===== src/rtl/prefetch_pkg.sv =====
// Shared prefetch definitions: fault marker codes, fetch buffer sizing,
// alignment FSM state and the entry-length decode helper.
package prefetch_pkg;

    localparam logic [3:0] PREFETCH_GP_FAULT = 4'hF;
    localparam logic [3:0] PREFETCH_PF_FAULT = 4'hE;

    localparam int FETCH_BUF_BYTES = 12;
    localparam int FETCH_WIN_BYTES = 8;

    typedef enum logic {
        RUN   = 1'b0,
        FAULT = 1'b1
    } fa_state_e;

    // Bytes carried by a FIFO entry; markers and empty entries carry none.
    function automatic logic [3:0] entry_len(input logic [3:0] l);
        logic [3:0] n;
        if (l == PREFETCH_GP_FAULT || l == PREFETCH_PF_FAULT || l == 4'd0)
            n = 4'd0;
        else if (l > 4'd4)
            n = 4'd4;
        else
            n = l;
        return n;
    endfunction

endpackage


===== src/rtl/fetch_align_shifter.sv =====
// Combinational consume/append step of the fetch byte buffer.
// Bytes above the new count are forced to zero.
module fetch_align_shifter
    import prefetch_pkg::*;
#(
    parameter int BUF_BYTES = FETCH_BUF_BYTES
) (
    input  logic [8*BUF_BYTES-1:0] sbuf_i,
    input  logic [3:0]             count_i,
    input  logic [3:0]             ce_i,
    input  logic [3:0]             new_len_i,
    input  logic [31:0]            new_i,
    output logic [8*BUF_BYTES-1:0] sbuf_o,
    output logic [3:0]             count_o
);

    logic [3:0]             rem;
    logic [8*BUF_BYTES-1:0] shifted;
    logic [8*BUF_BYTES-1:0] ext;

    always_comb begin
        rem     = count_i - ce_i;
        shifted = sbuf_i >> {ce_i, 3'b000};
        ext     = {{(8*BUF_BYTES-32){1'b0}}, new_i} << {rem, 3'b000};
        count_o = rem + new_len_i;
        sbuf_o  = '0;
        for (int i = 0; i < BUF_BYTES; i++) begin
            if (4'(i) < rem)
                sbuf_o[8*i +: 8] = shifted[8*i +: 8];
            else if (4'(i) < count_o)
                sbuf_o[8*i +: 8] = ext[8*i +: 8];
        end
    end

endmodule


===== src/rtl/fetch_align.sv =====
// Prefetch FIFO to decoder byte aligner with in-order fault reporting.
// Optional stall counter enabled by FETCH_ALIGN_STATS_EN.
module fetch_align
    import prefetch_pkg::*;
#(
    parameter int BUF_BYTES = FETCH_BUF_BYTES,
    parameter int WIN_BYTES = FETCH_WIN_BYTES
) (
    input  logic                   clk,
    input  logic                   rst,
    input  logic                   pr_reset,
    input  logic                   prefetchfifo_accept_empty,
    input  logic [67:0]            prefetchfifo_accept_data,
    output logic                   prefetchfifo_accept_do,
    output logic [8*WIN_BYTES-1:0] dec_window,
    output logic [3:0]             dec_valid_bytes,
    output logic                   dec_fault_gp,
    output logic                   dec_fault_pf,
    input  logic                   dec_consume_do,
    input  logic [3:0]             dec_consume_len
`ifdef FETCH_ALIGN_STATS_EN
    ,
    output logic [31:0]            fetch_stall_count
`endif
);

    fa_state_e              state_q, state_d;
    logic [8*BUF_BYTES-1:0] sbuf_q, sbuf_d;
    logic [3:0]             count_q, count_d;
    logic                   gp_q, gp_d;
    logic                   pf_q, pf_d;
    logic [3:0]             ce;
    logic [3:0]             pop_len;
    logic [3:0]             marker;
    logic                   unused_hi;

    assign marker    = prefetchfifo_accept_data[67:64];
    assign unused_hi = ^prefetchfifo_accept_data[63:32];

    assign dec_valid_bytes = (count_q > 4'(WIN_BYTES)) ? 4'(WIN_BYTES) : count_q;
    assign dec_window      = sbuf_q[8*WIN_BYTES-1:0];
    assign dec_fault_gp    = gp_q;
    assign dec_fault_pf    = pf_q;

    always_comb begin
        ce = '0;
        if (dec_consume_do)
            ce = (dec_consume_len < dec_valid_bytes) ? dec_consume_len : dec_valid_bytes;
    end

    assign pop_len = prefetchfifo_accept_do ? entry_len(marker) : 4'd0;

    fetch_align_shifter #(
        .BUF_BYTES (BUF_BYTES)
    ) u_shifter (
        .sbuf_i    (sbuf_q),
        .count_i   (count_q),
        .ce_i      (ce),
        .new_len_i (pop_len),
        .new_i     (prefetchfifo_accept_data[31:0]),
        .sbuf_o    (sbuf_d),
        .count_o   (count_d)
    );

    always_ff @(posedge clk) begin
        if (rst || pr_reset)
            state_q <= RUN;
        else
            state_q <= state_d;
    end

    always_comb begin
        state_d = state_q;
        gp_d    = gp_q;
        pf_d    = pf_q;
        if (prefetchfifo_accept_do) begin
            if (marker == PREFETCH_GP_FAULT) begin
                gp_d    = 1'b1;
                state_d = FAULT;
            end else if (marker == PREFETCH_PF_FAULT) begin
                pf_d    = 1'b1;
                state_d = FAULT;
            end
        end
    end

    // Registered count only: no decoder-to-FIFO combinational path.
    always_comb begin
        prefetchfifo_accept_do = ~prefetchfifo_accept_empty && state_q == RUN &&
                                 count_q <= 4'(BUF_BYTES - 4) && ~pr_reset && ~rst;
    end

    always_ff @(posedge clk) begin
        if (rst || pr_reset) begin
            sbuf_q  <= '0;
            count_q <= '0;
            gp_q    <= 1'b0;
            pf_q    <= 1'b0;
        end else begin
            sbuf_q  <= sbuf_d;
            count_q <= count_d;
            gp_q    <= gp_d;
            pf_q    <= pf_d;
        end
    end

`ifdef FETCH_ALIGN_STATS_EN
    logic [31:0] stall_q;

    always_ff @(posedge clk) begin
        if (rst)
            stall_q <= '0;
        else if (state_q == RUN && dec_valid_bytes == 4'd0 && stall_q != 32'hFFFF_FFFF)
            stall_q <= stall_q + 32'd1;
    end

    assign fetch_stall_count = stall_q;
`endif

endmodule


===== config.mk =====
export PLATFORM = sky130hd
export DESIGN_NAME = fetch_align
export DESIGN_NICKNAME = d
export VERILOG_FILES = /design/src/rtl/prefetch_pkg.sv /design/src/rtl/fetch_align_shifter.sv /design/src/rtl/fetch_align.sv
export SDC_FILE = /design/constraint.sdc
export NUM_CORES = 1
export LEC_CHECK = 0
export CAP_MARGIN = 20
export CORE_MARGIN = 2
export CORE_UTILIZATION = 50
export DETAILED_ROUTE_END_ITERATION = 7
export GPL_TIMING_DRIVEN = 0
export PLACE_DENSITY = 0.76
export SYNTH_ARGS = -nofsm -noshare
export SYNTH_HDL_FRONTEND = slang
export SYNTH_SLANG_ARGS = --single-unit

===== constraint.sdc =====
create_clock -name clk -period 8 [get_ports clk]
set_clock_uncertainty 0.15 [all_clocks]
set_input_delay 1.6 -clock clk [delete_from_list [all_inputs] [get_ports clk]]
set_output_delay 1.6 -clock clk [all_outputs]
set_load 0.01 [all_outputs]

==> flow_metrics.py <==
metrics = {
    "cts": {
        "numCtsBuffers": 9,
        "path_clk_slew_ns": 0.08,
        "cts-root-buf": "clkbuf_16",
        "clock_path_buffers": 2,
        "htree_levels": 3,
        "worst_skew_pair.late_latency_ns": 0.37,
        "cts_tree": "done",
        "hold_buffers": 0,
        "numClockSinks": 103,
    },
    "floorplanning": {
        "die_w_um": 134,
        "io_pins": 148,
        "start_util": 0.510,
        "core_area_sq_um": 16500,
        "dieArea_sq_um": 17900,
        "die_y_um": 134,
        "row_count": 47,
    },
    "route": {
        "dr.pass1.iters": 6,
        "drc": 0,
        "drt_iter0_drc": 1761,
        "num_vias": 10100,
        "post_drt_via_cell_ratio": 6.95,
        "wl_per_cell_um": 28.1,
        "wirelength_um": 40800,
        "ant_nets": 0,
    },
    "synth": {
        "yosysWarningCount": 0,
        "yosysTopAreaCellShare": 0.245,
        "seq_area_frac_synth": 0.245,
        "netlist_top_cells_count": "141 x nand2_1, 108 x mux2i_1, 103 x dfxtp_1",
        "netlist_area_sq_um": 8430,
        "synth_edf_count": 0,
        "yosysTopAreaCell": "dfxtp_1",
        "ys_ff_latch": 103,
        "ys_types": 69,
        "async_flop_share": 0,
        "syn-num-nets": 1178,
        "avgSynthCellArea_sq_um": 7.73,
        "yosysMostFrequentCell": "nand2_1",
        "syn_inst": 1090,
        "synth.area.top_cells": "dfxtp_1 24%, mux2i_1 13%, nand2_1 6.3%",
        "synth_flop_cell": "dfxtp_1",
    },
    "grt": {
        "overflow": 0,
        "antenna_found_initial": 1,
        "grt_pass1_wl_um": 59300,
        "track_usage": 0.447,
        "grt_max_degree": 20,
        "grt_pass1_vias": 9180,
    },
    "timing": {
        "clock.fmax_mhz": 126,
        "fin_crit_ns": 7.92,
        "tightest_slew_ns": 1.27,
        "hold_violations": 0,
        "post-route-period-util": 0.990,
        "hold_slack_ns": 0.334,
        "finalSetupViolCount": 0,
        "drv_slew": 0,
        "rsz0062_at_grt": "no",
        "slew_headroom": 0.145,
    },
    "job": {
        "maxCapViolCount": 0,
    },
    "critical_path": {
        "critPathKind": "in -> reg",
        "crit_arrival_ns": 7.96,
        "cp-end-kind": "register",
        "critPathLaunchType": "primary input",
        "path_common_cell": "buf_2",
        "max_stage_delay_ns": 1.10,
        "cp_top_family": "simple AND/OR/NAND/NOR gates",
        "crit_buf_inv": 4,
        "cp_max_fo": 10,
        "required_ns": 8.05,
        "path_cells": "clkdlybuf4s50_1 -> ha_1 -> or4b_4 -> a21oi_4 -> mux2_4 -> buf_2 -> buf_2 -> buf_2 -> ha_1 -> and3b_1 -> o21a_1 -> nor2_1 -> nand2_1 -> nor3_1 -> a22oi_1 -> o221ai_1",
        "crit_slowest_cell": "nor3_1",
    },
    "placed_design": {
        "portBuffers": 115,
        "place_congestion": 1.08,
        "place_hpwl_um": 32700,
    },
    "pwr": {
        "peakVddDrop_v": 0.000186,
        "p_leak_nw": 4.27,
        "p_per_area_nw_per_um2": 228,
    },
    "cells_and_area": {
        "layout-drive-gt1-share": 0.128,
        "area_growth_pct": 21.3,
        "fin_util": 0.618,
        "finalNetCount": 1311,
        "antenna_cells": 0,
    },
    "status": {
        "status": "completed",
    },
    "min_path": {
        "hp-class": "reg -> reg",
    },
}
[registers in the layout (all words and copies together) (netlist names)]
signal,cells
count_q,4
dec_fault_gp,1
dec_fault_pf,1
sbuf_q,96
state_q,1
[cells by family (layout without fill, tap and decap cells)]
group	after synthesis	count (layout)	synth area share
compound gates	382	382	0.321
simple gates	326	326	0.168
buf+inv	143	281	0.0974
mux	123	123	0.149
flops	103	103	0.245
fa+ha+maj	11	11	0.0181
xor+xnor	2	2	0.00208
[stage by stage]
step / setup WS (ns) / std cells / instance area [sq um] / TNS (ns) / power (W)
finish: 0.0832 / 1448 / 10200 / 0 / 0.00233
global route: 0.00393 / 1448 / 10200 / 0 / 0.00240
CTS: 0.00276 / 1448 / 10200 / 0 / 0.00225
detailed placement: -0.980 / 1433 / 9900 / -53.04 / 0.00179
global placement: -1.04 / 1425 / 9850 / -53.71 / 0.00178
floorplan: 1.11 / 1090 / 8430 / 0 / 0.00136
[area by class of cell]
type | instances | area, sq um
Fill cell | 1523 | 6310
Multi-Input combinational cell | 844 | 5560
Sequential cell | 103 | 2060
Timing Repair Buffer | 125 | 1210
Buffer | 126 | 756
Tap cell | 220 | 275
Clock buffer | 10 | 229
Clock inverter | 6 | 67.6
Inverter | 14 | 55.1
[cell usage in the layout, fill, tap and decap left out, types with 14 or more instances in the layout]
| master | Yosys | final |
|---|---|---|
| a22oi_1 | 44 | 44 |
| clkbuf_1 | 38 | 35 |
| nand3_1 | 31 | 31 |
| dfxtp_1 | 103 | 103 |
| buf_4 | 69 | 71 |
| o21ai_0 | 98 | 98 |
| clkdlybuf4s50_1 | 0 | 115 |
| a21oi_1 | 37 | 36 |
| mux2_2 | 14 | 14 |
| o22ai_1 | 53 | 53 |
| a211oi_1 | 15 | 15 |
| buf_2 | 18 | 23 |
| a221o_1 | 15 | 15 |
| mux2i_1 | 108 | 108 |
| a22o_1 | 24 | 24 |
| nor2_1 | 101 | 101 |
| nand2_1 | 141 | 141 |
[per-layer routing]
| metal | vias up | part of all wire | track usage |
|---|---|---|---|
| li1 | 4319 | - | - |
| met1 | 4668 | 0.38 | 0.598 |
| met2 | 913 | 0.40 | 0.639 |
| met3 | 163 | 0.17 | 0.190 |
| met4 | 0 | 0.044 | 0.167 |
| met5 | - | 0 | 0 |
[report_power, final]
part / switching [W] / internal [W] / total (W)
sequential: 0.0000384 / 0.000549 / 0.000587
clock: 0.000234 / 0.000246 / 0.000480
combinational: 0.000825 / 0.000438 / 0.00126
[final timing paths]
path,from,to,slack (ns),cells past startpoint
setup / recovery,dec_consume_len[1],sbuf_q[54]$_SDFF_PP0_,0.08,16
hold reg to reg,dec_fault_pf$_SDFFE_PP0P_,dec_fault_pf$_SDFFE_PP0P_,0.33,2
setup reg to reg,count_q[3]$_SDFF_PP0_,sbuf_q[54]$_SDFF_PP0_,1.07,17
hold / removal,dec_fault_pf$_SDFFE_PP0P_,dec_fault_pf$_SDFFE_PP0P_,0.33,2
[timing repair]
item | 4_1_cts | 5_1_grt
hold endpoints to repair | 0 | 0
gates resized for setup | 2 | 5
setup endpoints to repair | 78 | 68
buffers inserted | 0 | 0
[worst min-delay path, cell delays in order (launching register included)]
cell and delay [ns]:
dfxtp_1 0.34, a21oi_1 0.04, nor2_1 0.07
(Power assumes the default switching activity.)
